[src/rtl/cache_fill_ctrl_if.sv]
// Bus bundle between the cache miss/array logic, the pipelined memory and the fill controller.
// master: the fill controller's view. slave: the cache/memory side driving misses and data.
interface cache_fill_ctrl_if #(
    parameter int unsigned ADDR_W = 16,
    parameter int unsigned WORDS  = 8,
    parameter int unsigned WAYS   = 2
);
    localparam int unsigned WAY_W = (WAYS > 1) ? $clog2(WAYS) : 1;

    logic              miss_detected;
    logic [ADDR_W-1:0] miss_address;
    logic [WAY_W-1:0]  victim_way;
    logic              memory_data_valid;
    logic              fsm_busy;
    logic              mem_req;
    logic [ADDR_W-1:0] memory_address;
    logic              write_data_array;
    logic [WORDS-1:0]  word_sel;
    logic [WAYS-1:0]   fill_way;
    logic              write_tag_array;
    logic              fill_done;

    modport master (
        input  miss_detected,
        input  miss_address,
        input  victim_way,
        input  memory_data_valid,
        output fsm_busy,
        output mem_req,
        output memory_address,
        output write_data_array,
        output word_sel,
        output fill_way,
        output write_tag_array,
        output fill_done
    );

    modport slave (
        output miss_detected,
        output miss_address,
        output victim_way,
        output memory_data_valid,
        input  fsm_busy,
        input  mem_req,
        input  memory_address,
        input  write_data_array,
        input  word_sel,
        input  fill_way,
        input  write_tag_array,
        input  fill_done
    );
endinterface

[src/rtl/cache_fill_ctrl.sv]
// Cache-line fill controller. On a miss it latches the line base and victim way, issues WORDS
// word reads on consecutive cycles and writes each returning word into the victim way. Issue and
// receive progress are tracked by separate counters so any memory latency >= 1 works; the tag is
// written one cycle after the last word lands.
// Build macro CRIT_WORD_FIRST_EN: start issue and receive at the missed word and wrap around.
module cache_fill_ctrl #(
    parameter int unsigned ADDR_W = 16,
    parameter int unsigned WORDS  = 8,
    parameter int unsigned WAYS   = 2
) (
    input logic               clk,
    input logic               rst,
    cache_fill_ctrl_if.master io_bus
);
    localparam int unsigned OFF_W  = $clog2(WORDS);
    localparam int unsigned WAY_W  = (WAYS > 1) ? $clog2(WAYS) : 1;
    localparam int unsigned CNT_W  = OFF_W + 1;
    localparam int unsigned BASE_W = ADDR_W - OFF_W - 1;

    typedef enum logic [1:0] {
        StIdle,
        StFill,
        StDone
    } state_e;

    state_e            r_state;
    state_e            w_state_next;
    logic [BASE_W-1:0] r_line_base;
    logic [WAY_W-1:0]  r_way;
    logic [CNT_W-1:0]  r_issue_cnt;
    logic [CNT_W-1:0]  r_recv_cnt;
    logic [OFF_W-1:0]  w_start_off;
    logic [OFF_W-1:0]  w_issue_off;
    logic [OFF_W-1:0]  w_recv_off;
    logic              w_start;
    logic              w_issue;
    logic              w_recv;
    logic              w_recv_last;
    logic              w_unused_addr;

    assign w_start     = (r_state == StIdle) && io_bus.miss_detected;
    assign w_issue     = (r_state == StFill) && (r_issue_cnt < CNT_W'(WORDS));
    assign w_recv      = (r_state == StFill) && io_bus.memory_data_valid;
    assign w_recv_last = w_recv && (r_recv_cnt == CNT_W'(WORDS - 1));

    // Byte offset is never used; word offset only matters with critical-word-first.
    assign w_unused_addr = ^io_bus.miss_address[OFF_W:0];

`ifdef CRIT_WORD_FIRST_EN
    logic [OFF_W-1:0] r_start_off;

    // Latch the missed word offset as the starting point for both issue and receive.
    always_ff @(posedge clk or posedge rst) begin
        if (rst) begin
            r_start_off <= '0;
        end else if (w_start) begin
            r_start_off <= io_bus.miss_address[OFF_W:1];
        end
    end

    assign w_start_off = r_start_off;
`else
    assign w_start_off = '0;
`endif

    // Offsets wrap naturally modulo WORDS because they are OFF_W bits wide.
    assign w_issue_off = w_start_off + r_issue_cnt[OFF_W-1:0];
    assign w_recv_off  = w_start_off + r_recv_cnt[OFF_W-1:0];

    // State register, latched miss context and the independent issue/receive counters.
    always_ff @(posedge clk or posedge rst) begin
        if (rst) begin
            r_state     <= StIdle;
            r_line_base <= '0;
            r_way       <= '0;
            r_issue_cnt <= '0;
            r_recv_cnt  <= '0;
        end else begin
            r_state <= w_state_next;
            if (w_start) begin
                r_line_base <= io_bus.miss_address[ADDR_W-1:OFF_W+1];
                r_way       <= io_bus.victim_way;
            end
            if (w_start) begin
                r_issue_cnt <= '0;
            end else if (w_issue) begin
                r_issue_cnt <= r_issue_cnt + CNT_W'(1);
            end
            if (w_start) begin
                r_recv_cnt <= '0;
            end else if (w_recv) begin
                r_recv_cnt <= r_recv_cnt + CNT_W'(1);
            end
        end
    end

    // Next-state and all outputs; everything is zero in IDLE except the early busy.
    always_comb begin
        w_state_next            = r_state;
        io_bus.fsm_busy         = 1'b0;
        io_bus.mem_req          = 1'b0;
        io_bus.memory_address   = '0;
        io_bus.write_data_array = 1'b0;
        io_bus.word_sel         = '0;
        io_bus.fill_way         = '0;
        io_bus.write_tag_array  = 1'b0;
        io_bus.fill_done        = 1'b0;
        unique case (r_state)
            StIdle: begin
                // Stall the pipeline in the miss cycle itself, before the FSM moves.
                io_bus.fsm_busy = io_bus.miss_detected;
                if (io_bus.miss_detected) begin
                    w_state_next = StFill;
                end
            end
            StFill: begin
                io_bus.fsm_busy         = 1'b1;
                io_bus.fill_way         = WAYS'(1) << r_way;
                io_bus.mem_req          = w_issue;
                io_bus.write_data_array = w_recv;
                if (w_issue) begin
                    io_bus.memory_address = {r_line_base, w_issue_off, 1'b0};
                end
                if (w_recv) begin
                    io_bus.word_sel = WORDS'(1) << w_recv_off;
                end
                if (w_recv_last) begin
                    w_state_next = StDone;
                end
            end
            StDone: begin
                io_bus.fsm_busy        = 1'b1;
                io_bus.fill_way        = WAYS'(1) << r_way;
                io_bus.write_tag_array = 1'b1;
                io_bus.fill_done       = 1'b1;
                w_state_next           = StIdle;
            end
            default: begin
                w_state_next = StIdle;
            end
        endcase
    end
endmodule

[src/flat_wrapper.sv]
// flat-port wrapper written by rule: the top's interface ports become plain ports
module cache_fill_ctrl_flat 
#(
    parameter int unsigned ADDR_W = 16,
    parameter int unsigned WORDS  = 8,
    parameter int unsigned WAYS   = 2
)
  (clk, rst, io_bus_miss_detected, io_bus_miss_address, io_bus_victim_way, io_bus_memory_data_valid, io_bus_fsm_busy, io_bus_mem_req, io_bus_memory_address, io_bus_write_data_array, io_bus_word_sel, io_bus_fill_way, io_bus_write_tag_array, io_bus_fill_done);
  cache_fill_ctrl_if #(.ADDR_W(ADDR_W), .WORDS(WORDS), .WAYS(WAYS)) io_bus_i ();
  input logic clk;
  input logic rst;
  input wire logic [$bits(io_bus_i.miss_detected)-1:0] io_bus_miss_detected;
  input wire logic [$bits(io_bus_i.miss_address)-1:0] io_bus_miss_address;
  input wire logic [$bits(io_bus_i.victim_way)-1:0] io_bus_victim_way;
  input wire logic [$bits(io_bus_i.memory_data_valid)-1:0] io_bus_memory_data_valid;
  output wire logic [$bits(io_bus_i.fsm_busy)-1:0] io_bus_fsm_busy;
  output wire logic [$bits(io_bus_i.mem_req)-1:0] io_bus_mem_req;
  output wire logic [$bits(io_bus_i.memory_address)-1:0] io_bus_memory_address;
  output wire logic [$bits(io_bus_i.write_data_array)-1:0] io_bus_write_data_array;
  output wire logic [$bits(io_bus_i.word_sel)-1:0] io_bus_word_sel;
  output wire logic [$bits(io_bus_i.fill_way)-1:0] io_bus_fill_way;
  output wire logic [$bits(io_bus_i.write_tag_array)-1:0] io_bus_write_tag_array;
  output wire logic [$bits(io_bus_i.fill_done)-1:0] io_bus_fill_done;
  assign io_bus_i.miss_detected = io_bus_miss_detected;
  assign io_bus_i.miss_address = io_bus_miss_address;
  assign io_bus_i.victim_way = io_bus_victim_way;
  assign io_bus_i.memory_data_valid = io_bus_memory_data_valid;
  assign io_bus_fsm_busy = io_bus_i.fsm_busy;
  assign io_bus_mem_req = io_bus_i.mem_req;
  assign io_bus_memory_address = io_bus_i.memory_address;
  assign io_bus_write_data_array = io_bus_i.write_data_array;
  assign io_bus_word_sel = io_bus_i.word_sel;
  assign io_bus_fill_way = io_bus_i.fill_way;
  assign io_bus_write_tag_array = io_bus_i.write_tag_array;
  assign io_bus_fill_done = io_bus_i.fill_done;
  cache_fill_ctrl #(.ADDR_W(ADDR_W), .WORDS(WORDS), .WAYS(WAYS)) u_core (.clk(clk), .rst(rst), .io_bus(io_bus_i));
endmodule
[config.mk]
export PLATFORM = sky130hd
export DESIGN_NAME = cache_fill_ctrl_flat
export DESIGN_NICKNAME = d
export VERILOG_FILES = /design/src/rtl/cache_fill_ctrl_if.sv /design/src/rtl/cache_fill_ctrl.sv /design/src/flat_wrapper.sv
export SDC_FILE = /design/constraint.sdc
export NUM_CORES = 1
export LEC_CHECK = 0
export CORE_MARGIN = 2
export CORE_UTILIZATION = 40
export DETAILED_ROUTE_END_ITERATION = 16
export GPL_TIMING_DRIVEN = 0
export MAX_ROUTING_LAYER = met4
export PLACE_DENSITY = 0.74
export SYNTH_ARGS = -nofsm -noshare
export SYNTH_HDL_FRONTEND = slang
export SYNTH_SLANG_ARGS = --single-unit
[constraint.sdc]
create_clock -name clk -period 3.2 [get_ports clk]
set_input_delay 0.64 -clock clk [delete_from_list [all_inputs] [get_ports clk]]
set_output_delay 0.64 -clock clk [all_outputs]
set_load 0.01 [all_outputs]
==> out/qor.txt <==
Synth Cell Area -> 1330 sq um
Total die area -> 3810 sq um
Max-Slew Margin vs Limit -> 41.8%
Largest net degree at the start of global routing -> 24
Reg power frac -> 35.7%
Static leakage -> 0.938 nW
Syn-to-layout area delta -> 40.1%
Worst flop-to-flop path endpoint -> u_core.r_state[1]$_DFFE_PP0P_
RSZ-0062 raised after global routing -> no
Reg2Reg Setup Slack -> 1.63 ns
Clock Path Buffers -> 2
CTS Sinks -> 23
Starting DRT DRC Count -> 36
CTS tree -> built
Hold_sp -> u_core.r_line_base[5]$_DFFE_PP0P_
Via count -> 1,178
DP HPWL -> 2320 um
Pwr dens -> 753 nW/um^2
R2R Path Start -> u_core.r_state[0]$_DFFE_PP0P_
Initial antenna violation count -> 0
Clock root cell -> clkbuf_4
Nets -> 238
Wire length per cell -> 12.6 um
Max_cap viols -> 0
Die H -> 61.7 um
Register area share after synthesis -> 43.2%
Syn nets -> 188
CTS H-tree depth -> 1
Routed wire length -> 3110 um
Skew-Pair Late Insertion Delay -> 0.31 ns
GRT Resource Usage Total -> 18.7%
Worst Max-Slew Pin Slew -> 0.873 ns
Arrival time at the worst endpoint -> 2.37 ns
Synth warnings -> 0
Final Cycle Share -> 94.0%
Mapped Avg Cell Area -> 8.64 sq um
Drt pass-1 iters -> 4
Core ar. -> 3100 sq um
Distinct cells, synth -> 28
Clock share of power -> 9.6%
Routability congestion estimate -> 0.740
FP Rows -> 20
First-pass GRT wire length -> 5190 um
Worst setup path category -> reg2out
HP Class -> reg2reg
Outcome -> finished, final reports clean
Setup bufs post-CTS -> 0
Vias per cell -> 4.77
Syn Inst Count -> 154
Fin. max-slew vios -> 0
FF-to-FF path depth -> 5
Switch Pwr -> 0.569 mW
VDD IR max -> 0.421 mV
Worst setup EP type -> output port
CP max FO -> 10
Cell Int Power -> 0.836 mW
# IOs -> 52
Initial core utilization -> 42.9%
Num CTS Buffers -> 3
Critical Path Start -> u_core.r_state[1]$_DFFE_PP0P_
Hold-fix buffers, CTS -> 0
Worst Hold Path EP -> u_core.r_line_base[5]$_DFFE_PP0P_
Share of cells above drive strength 1 -> 7.39%
Aggregate global routing overflow -> 0
# setup viols final -> 0
Critical Path RT -> 2.56 ns
Die W -> 61.7 um
CTS clock-pin slew for the worst setup and hold paths -> 0.12 ns
Combinational power share -> 54.6%
DRT antenna net count -> 0
Final Hold Viols -> 0
Sw Ratio -> 40.5%
Worst Skew -> 0.000942 ns
Setup TNS -> 0 ns
Vias in the first global route -> 1,190
Max frequency -> 332 MHz
Ant diodes -> 0
Yosys reg bits -> 23
Port-buffer cells -> 45
Final worst path period need -> 3.01 ns
Hold path cells -> 2
Post-CTS Resized -> 0
Startpoint Class -> flip-flop
DR DRC count -> 0
Power consumption -> 1.41 mW
per-layer routing:
layer / up-vias / part of all wire (%) / wire, um / track usage, %
met5: - / 0 / 0 / -
met4: 0 / 1.6 / 50 / 5.78
met3: 4 / 5.9 / 182 / 2.90
met2: 44 / 48 / 1490 / 29.9
met1: 548 / 44 / 1380 / 24.6
li1: 582 / - / - / -
sequential cells by signal, indices dropped and copies added (netlist names):
signal              cells
u_core.r_line_base     12
u_core.r_way            1
u_core.r_issue_cnt      4
u_core.r_state          2
u_core.r_recv_cnt       4
metrics by stage:
step	worst slack, ns	cell area, sq um	hold WS (ns)	util [%]	instances
final	0.192	1870	0.485	60.1	247
after global routing	0.0754	1870	0.517	60.1	247
after CTS	0.115	1860	0.486	60.0	247
after detailed placement	0.482	1840	0.455	59.2	243
after global placement	0.501	1840	0.449	59.2	243
after floorplan	1.17	1330	0.437	-	154
how the worst max path moves through the flow:
| stage | to | slack (ns) | cells after the start |
|---|---|---|---|
| floorplan | io_bus_memory_address[10] | 1.17 | 6 |
| global placement | io_bus_fsm_busy | 0.50 | 5 |
| detailed placement | io_bus_fsm_busy | 0.48 | 5 |
| CTS | io_bus_memory_address[6] | 0.11 | 7 |
| global route | io_bus_memory_address[6] | 0.08 | 7 |
| finish | io_bus_memory_address[6] | 0.19 | 7 |
placed cells by master, fill, tap and decap left out, types with 2 or more instances in the layout:
| master | n |
|---|---|
| a21oi_1 | 4 |
| and3_1 | 17 |
| nor2_1 | 13 |
| buf_4 | 4 |
| buf_2 | 2 |
| xnor2_1 | 2 |
| ha_1 | 12 |
| clkbuf_1 | 4 |
| inv_1 | 7 |
| clkdlybuf4s50_1 | 45 |
| nand3_1 | 2 |
| dfrtp_1 | 23 |
| mux2_2 | 2 |
| nand2_1 | 46 |
| clkbuf_4 | 3 |
| nor2b_1 | 2 |
power by group through the flow:
stage               clock, mW  sequential [mW]  combinational (mW)
finish                  0.135            0.502               0.768
floorplan                   0            0.480               0.480
detailed placement          0            0.506               0.766
CTS                     0.140            0.502               0.772
global placement            0            0.497               0.741
global route            0.153            0.523               0.866
logic make-up (layout without fill, tap and decap cells):
logic type                 after synthesis  in the layout  synth area share (%)
xor gates and xnor gates                 3              3                  1.97
adders and majority gates               13             13                  12.2
other                                    1              1                 0.282
DFF                                     23             23                  43.2
muxes                                    3              3                  2.44
buffers and inverters                   17             66                  6.67
and+or+nand+nor                         87             87                  30.1
AOI/OAI and AO/OA                        7              7                  3.10
layout make-up:
cell class	instances	area [sq um]
Fill cell	316	1240
Multi-Input combinational cell	114	669
Sequential cell	23	576
Timing Repair Buffer	45	450
Buffer	10	62.6
Tap cell	44	55.1
Clock buffer	4	26.3
Inverter	7	26.3
critical path, cell delays in order, from the launching register on:
cell and delay [ns]:
dfrtp_1 0.43, inv_1 0.14, ha_2 0.29, and2b_2 0.17, buf_6 0.12, buf_4 0.16
and3_1 0.17, clkdlybuf4s50_1 0.56
synth_stat cells:
cell      instances  area share (%)
nor2_1           13             3.7
a211oi_1          1            0.56
dfrtp_1          23              43
buf_2             2            0.75
conb_1            1            0.28
a41oi_1           1            0.66
mux2_2            2             1.7
nand3b_1          1            0.56
inv_1             7             2.0
and2b_2           1            0.66
and2_1            1            0.47
a21oi_1           4             1.5
nand2_2           1            0.47
or3_1             1            0.47
o21ai_0           1            0.38
nand3_1           2            0.75
and3_1           17             8.0
buf_6             1            0.85
nand4b_1          1            0.66
buf_4             4             2.3
nand2_1          46              13
nor2b_1           2            0.94
and2_0            1            0.47
mux2i_1           1            0.75
xnor2_1           2             1.3
clkbuf_1          3            0.85
ha_1             13              12
xor2_1            1            0.66
Note: power is estimated with default switching activity, not from simulation.
